$ cat config.mk
export PLATFORM = sky130hd
export DESIGN_NAME = mem_access_unit
export DESIGN_NICKNAME = d
export VERILOG_FILES = /design/src/rtl/common_pkg.sv /design/src/rtl/mem_access_unit_load_extend.sv /design/src/rtl/mem_access_unit.sv
export SDC_FILE = /design/constraint.sdc
export NUM_CORES = 1
export LEC_CHECK = 0
export CORE_MARGIN = 2
export CORE_UTILIZATION = 44
export CTS_CLUSTER_SIZE = 30
export DETAILED_ROUTE_END_ITERATION = 8
export GPL_TIMING_DRIVEN = 0
export PLACE_DENSITY = 0.76
export SLEW_MARGIN = 0
export SYNTH_ARGS = -nofsm -noshare
export SYNTH_HDL_FRONTEND = slang
export SYNTH_SLANG_ARGS = --single-unit
$ cat constraint.sdc
create_clock -name clk -period 2.49 [get_ports clk]
set_input_delay 0.3735 -clock clk [delete_from_list [all_inputs] [get_ports clk]]
set_output_delay 0.3735 -clock clk [all_outputs]
set_load 0.02 [all_outputs]
$ cat src/rtl/common_pkg.sv
// Shared definitions for the data-memory access path: access size encoding
// and small helpers that describe lane usage for a given size and offset.
package common;

    typedef enum logic [1:0] {
        SIZE_BYTE = 2'b00,
        SIZE_HALF = 2'b01,
        SIZE_WORD = 2'b10
    } mem_size_t;

    // Byte-lane mask of an access that starts at lane 0.
    function automatic logic [3:0] size_base_be(input mem_size_t size);
        case (size)
            SIZE_BYTE: return 4'b0001;
            SIZE_HALF: return 4'b0011;
            SIZE_WORD: return 4'b1111;
            default:   return 4'b0000;
        endcase
    endfunction

    // True when the access crosses a word boundary and needs two memory cycles.
    function automatic logic is_misaligned(input mem_size_t size, input logic [1:0] offset);
        case (size)
            SIZE_HALF: return offset == 2'd3;
            SIZE_WORD: return offset != 2'd0;
            default:   return 1'b0;
        endcase
    endfunction

endpackage

$ cat src/rtl/mem_access_unit_load_extend.sv
// Sign- or zero-extension of a right-aligned load value to 32 bits.
module load_extend
    import common::*;
(
    input  logic [31:0] raw,
    input  mem_size_t   size,
    input  logic        is_unsigned,
    output logic [31:0] value
);

    // Pick the low byte/half and replicate its top bit unless unsigned.
    always_comb begin
        case (size)
            SIZE_BYTE: value = {{24{raw[7] & ~is_unsigned}}, raw[7:0]};
            SIZE_HALF: value = {{16{raw[15] & ~is_unsigned}}, raw[15:0]};
            default:   value = raw;
        endcase
    end

endmodule

$ cat src/rtl/mem_access_unit.sv
// MEM-stage initiator for the word-organised data memory. Aligned accesses
// complete in the request cycle; accesses crossing a word boundary are split
// into two consecutive word accesses with a one-cycle pipeline stall.
module mem_access_unit
    import common::*;
(
    input  logic        clk,
    input  logic        reset,
    input  logic        req_valid,
    input  logic        req_write,
    input  mem_size_t   req_size,
    input  logic        req_unsigned,
    input  logic [31:0] req_addr,
    input  logic [31:0] req_wdata,
    output logic        stall,
    output logic        load_valid,
    output logic [31:0] load_data,
    output logic [9:0]  mem_byte_address,
    output logic        mem_write_enable,
    output logic        mem_read_enable,
    output logic [3:0]  mem_byte_enable,
    output logic [31:0] mem_write_data,
    input  logic [31:0] mem_read_data,
    output logic        dbg_state
);

    typedef enum logic {
        MAU_IDLE   = 1'b0,
        MAU_SECOND = 1'b1
    } mau_state_t;

    mau_state_t state, next_state;

    // Request fields held across the second phase of a split access.
    logic [1:0]  lat_o;
    logic [7:0]  lat_w;
    mem_size_t   lat_size;
    logic        lat_unsigned;
    logic        lat_write;
    logic [31:0] lat_wdata;
    logic [31:0] lat_part_lo;

    logic        latch_en;
    logic [31:0] raw_load;
    mem_size_t   ext_size;
    logic        ext_unsigned;

    logic [1:0]  req_o;
    logic [7:0]  req_w;
    logic [4:0]  lo_shift;
    logic [2:0]  hi_lanes;
    logic [5:0]  hi_shift;
    logic        unused_addr_bits;

    assign req_o    = req_addr[1:0];
    assign req_w    = req_addr[9:2];
    assign lo_shift = {req_o, 3'b000};
    // Second-phase data sits (4 - offset) lanes away from the first phase.
    assign hi_lanes = 3'd4 - {1'b0, lat_o};
    assign hi_shift = {hi_lanes, 3'b000};
    assign unused_addr_bits = ^req_addr[31:10];
    assign dbg_state = (state == MAU_SECOND);

    // Memory drive, stall and load assembly for the current phase.
    always_comb begin
        next_state       = state;
        stall            = 1'b0;
        load_valid       = 1'b0;
        mem_byte_address = '0;
        mem_write_enable = 1'b0;
        mem_read_enable  = 1'b0;
        mem_byte_enable  = '0;
        mem_write_data   = '0;
        raw_load         = '0;
        ext_size         = req_size;
        ext_unsigned     = req_unsigned;
        latch_en         = 1'b0;
        if (!reset) begin
            case (state)
                MAU_IDLE: begin
                    if (req_valid) begin
                        mem_byte_address = {req_w, 2'b00};
                        mem_byte_enable  = size_base_be(req_size) << req_o;
                        mem_write_data   = req_wdata << lo_shift;
                        mem_write_enable = req_write;
                        mem_read_enable  = !req_write;
                        if (is_misaligned(req_size, req_o)) begin
                            stall      = 1'b1;
                            latch_en   = 1'b1;
                            next_state = MAU_SECOND;
                        end else begin
                            load_valid = !req_write;
                            raw_load   = mem_read_data >> lo_shift;
                        end
                    end
                end
                MAU_SECOND: begin
                    mem_byte_address = {lat_w + 8'd1, 2'b00};
                    mem_byte_enable  = size_base_be(lat_size) >> hi_lanes;
                    mem_write_data   = lat_wdata >> hi_shift;
                    mem_write_enable = lat_write;
                    mem_read_enable  = !lat_write;
                    load_valid       = !lat_write;
                    raw_load         = lat_part_lo | (mem_read_data << hi_shift);
                    ext_size         = lat_size;
                    ext_unsigned     = lat_unsigned;
                    next_state       = MAU_IDLE;
                end
                default: next_state = MAU_IDLE;
            endcase
        end
    end

    // State register and capture of the first phase of a split access.
    always_ff @(posedge clk) begin
        if (reset) begin
            state        <= MAU_IDLE;
            lat_o        <= '0;
            lat_w        <= '0;
            lat_size     <= SIZE_BYTE;
            lat_unsigned <= 1'b0;
            lat_write    <= 1'b0;
            lat_wdata    <= '0;
            lat_part_lo  <= '0;
        end else begin
            state <= next_state;
            if (latch_en) begin
                lat_o        <= req_o;
                lat_w        <= req_w;
                lat_size     <= req_size;
                lat_unsigned <= req_unsigned;
                lat_write    <= req_write;
                lat_wdata    <= req_wdata;
                lat_part_lo  <= mem_read_data >> lo_shift;
            end
        end
    end

    load_extend u_load_extend (
        .raw         (raw_load),
        .size        (ext_size),
        .is_unsigned (ext_unsigned),
        .value       (load_data)
    );

endmodule

==> metrics.txt <==
status=finished, violations left; failing checks=setup timing; Placement Setup Slack=-1.35 ns; CORE AREA=13800 um2; Yosys top cell by area=dfxtp_1; Slew @ Worst Pin=0.813 ns; Synth top cells by count=a21oi_1 (155), nand2_1 (115), mux2i_1 (88), nor2_1 (82), dfxtp_1 (79); grt peak-use layer=met2; Filler Cell Count=1075; Fmax=0.337 GHz; ANT cells=0; pwr/cell area=388 nW/um2; Worst Setup Slack, final=-0.476 ns; met2 global-route usage=55.8%; Worst Setup SP=lat_o[0]$_SDFFE_PP0P_; RR Startpoint=dbg_state$_SDFF_PP0_; number of max-cap violations=0; IO buf count=159; CP delay by family, top=compound AO/OA/AOI/OAI gates; Synth async-reset ratio=0%; most frequent CP cell=buf_6; area of the mapped netlist=6230 um2; synth unique cells=54; Post-synth EDFFs=0; CTS sink count=79; CP max-delay cell=dfxtp_4; Final Net Count=1188; Ports=186; maximum VDD drop=0.316 mV; Critical Path Max Stage Delay=0.37 ns; std cell rows=43; Die Y=123 um; M1 GR Usage=45.2%; Layout area overhead=58.5%; Final Cycle Share=119%; crit path DAT=2.59 ns; clock latency on the worst-skew pair=0.36 ns; Fin Hold WS=0.322 ns; initial core utilization=45.0%; worst-path fanout max=7; Clk Tree Root Cell=clkbuf_16; Die Wd=123 um; clk_skew=0.00880 ns; Tot GR Track Use=36.3%; wire length of the first global-routing pass=41500 um; top_reg_cell synth=dfxtp_1; pin count of the biggest net entering global routing=13; initial antenna violation count=0; Final Hold Fails=0; Critical Path RT=2.12 ns; Yosys reg bits=79; clock tree buffer depth=2; vias in the first global route=7652; worst-path cell chain=buf_12 > inv_6 > ha_4 > or2_1 > buf_6 > o211a_1 > a211oi_4 > a22oi_4 > clkbuf_16 > o31ai_4 > buf_6; grt ovf=0; Worst slew margin=44.4%; DR WL/cell=22.9 um; GR Util met3=8.67%; Worst Setup EP=load_data[23]; clk slew on worst S/H paths=0.06 ns; HPWL after DPL=18400 um; R2R cell count=8; CTS Hold Bufs=0; Avg Cell Area, Syn=7.26 um2; cell with the most instances after synthesis=a21oi_1; fin crit period=2.97 ns; Area after DPL=8270 um2; total power=3.83 mW; fin area=9870 um2; leakage=3.69 nW; Setup crit start kind=flip-flop; YS warnings=0; share of cells above drive strength 1=34.1%; drt pass-1 iters=7; drt via density=6.42; Mapped Cells=858; WP buf/inv=5; Hold Crit Class=input pin to flip-flop; die area=15100 um2; TritonCTS clock tree=done; clock buffer count from CTS=9; # setup viols final=67; Slew Limit Fails=0; H-tree depth=3; sequential share of the synthesized area=25.4%; Residual DRC=0; Synth top area share=25.4%; RR Endpoint=lat_part_lo[27]$_SDFFE_PP0P_; unrepaired setup endpoints after global routing=yes; GP Congestion=0.957; DRT Wirelength=29000 um; Synth area leaders=dfxtp_1 (25%), mux2i_1 (14%), a21oi_1 (12%); routed vias=8106; 1st-iter DRT viols=1084; WP depth=11; CP Class=flip-flop to output port; CP endpoint kind=output port; R2R setup slack=0.33 ns; Detail Route Antenna Nets=0
==> per-layer routing <==
metal  wire [um]  up-vias  part of all wire (%)
met5           0        -                     0
met4        1930        0                   6.6
met3        3480      199                    12
met2       12700      720                    44
met1       10800     3695                    37
li1            -     3492                     -
==> worst min path at each step <==
stage | start | endpoint | slack, ns | cells past startpoint
global placement | lat_part_lo[18]$_SDFFE_PP0P_ | lat_part_lo[18]$_SDFFE_PP0P_ | 0.44 | 2
global route | req_size[0] | lat_size[0]$_SDFFE_PP0P_ | 0.35 | 3
finish | req_size[0] | lat_size[0]$_SDFFE_PP0P_ | 0.32 | 3
CTS | req_size[0] | lat_size[0]$_SDFFE_PP0P_ | 0.43 | 3
detailed placement | lat_part_lo[18]$_SDFFE_PP0P_ | lat_part_lo[18]$_SDFFE_PP0P_ | 0.44 | 2
floorplan | lat_part_lo[16]$_SDFFE_PP0P_ | lat_part_lo[16]$_SDFFE_PP0P_ | 0.43 | 2
==> stage by stage <==
step                instances  utilization (%)  TNS (ns)
floorplan                 859                -         0
global placement         1198             59.8    -83.00
detailed placement       1198             59.8    -87.25
CTS                      1250             67.2    -20.34
global route             1263             71.4    -23.32
finish                   1263             71.4    -21.15
==> worst register-to-register path, cell delays in order, from the launching register on <==
cell and delay (ns):
dfxtp_1 0.32, buf_6 0.15, nor2_4 0.36, nand3_1 0.23, inv_4 0.13, buf_4 0.24
buf_6 0.23, nor2_1 0.19, and2_1 0.21
==> cell families after synthesis <==
group	after synthesis	share of synthesized area, %
buffers and inverters	99	7.57
XOR/XNOR	6	0.844
AND/OR/NAND/NOR	269	19.1
flip-flops	79	25.4
multiplexers	108	17.8
other	1	0.0602
AO/OA/AOI/OAI	289	27.9
adder cells (fa/ha/maj)	7	1.41
==> cell usage in the layout, fill, tap and decap left out, drive strengths merged, types with 4 or more instances in the layout <==
master / Yosys / layout
a2111oi: 8 / 8
a211oi: 10 / 10
a21oi: 156 / 156
a22oi: 9 / 9
a31oi: 7 / 7
and2: 9 / 9
and3: 8 / 8
buf: 52 / 172
clkbuf: 26 / 42
clkdlybuf4s50: 0 / 75
dfxtp: 79 / 79
dlygate4sd2: 0 / 7
ha: 7 / 7
inv: 21 / 20
mux2: 20 / 20
mux2i: 88 / 88
nand2: 115 / 115
nand2b: 4 / 4
nand3: 17 / 17
nor2: 83 / 83
nor2b: 13 / 13
nor3: 4 / 4
o21a: 9 / 9
o21ai: 42 / 42
o22a: 7 / 7
o22ai: 16 / 16
o31a: 7 / 7
o31ai: 10 / 10
or3: 8 / 8
xnor2: 5 / 5
==> final cells by class <==
type | count | area [um2] | area share, %
Buffer | 73 | 561 | 5.68
Timing Repair Buffer | 213 | 2100 | 21.2
Clock buffer | 13 | 270 | 2.74
Tap cell | 180 | 225 | 2.28
Sequential cell | 79 | 1590 | 16.1
Inverter | 21 | 90.1 | 0.912
Clock inverter | 3 | 40.0 | 0.405
Multi-Input combinational cell | 681 | 5000 | 50.7
==> report_power, final <==
part	leakage, nW	internal [mW]	switching [mW]	total (mW)
logic	2.89	0.471	0.622	1.09
registers	0.639	1.28	0.0152	1.30
clock network	0.156	0.857	0.587	1.44
total	3.69	2.61	1.22	3.83
==> flip-flops by register name, indices dropped and copies added (netlist names) <==
name          cells
dbg_state         1
lat_o             2
lat_part_lo      32
lat_size          2
lat_unsigned      1
lat_w             8
lat_wdata        32
lat_write         1
==> what timing repair did <==
| item | 4_1_cts | 5_1_grt |
|---|---|---|
| buffers inserted | 35 | 18 |
| setup endpoints to repair | 80 | 81 |
| gates resized for setup | 529 | 142 |
| pin swaps | 49 | 62 |
| cloned | 4 | 2 |
No activity file was read; power rests on OpenSTA's default activity.
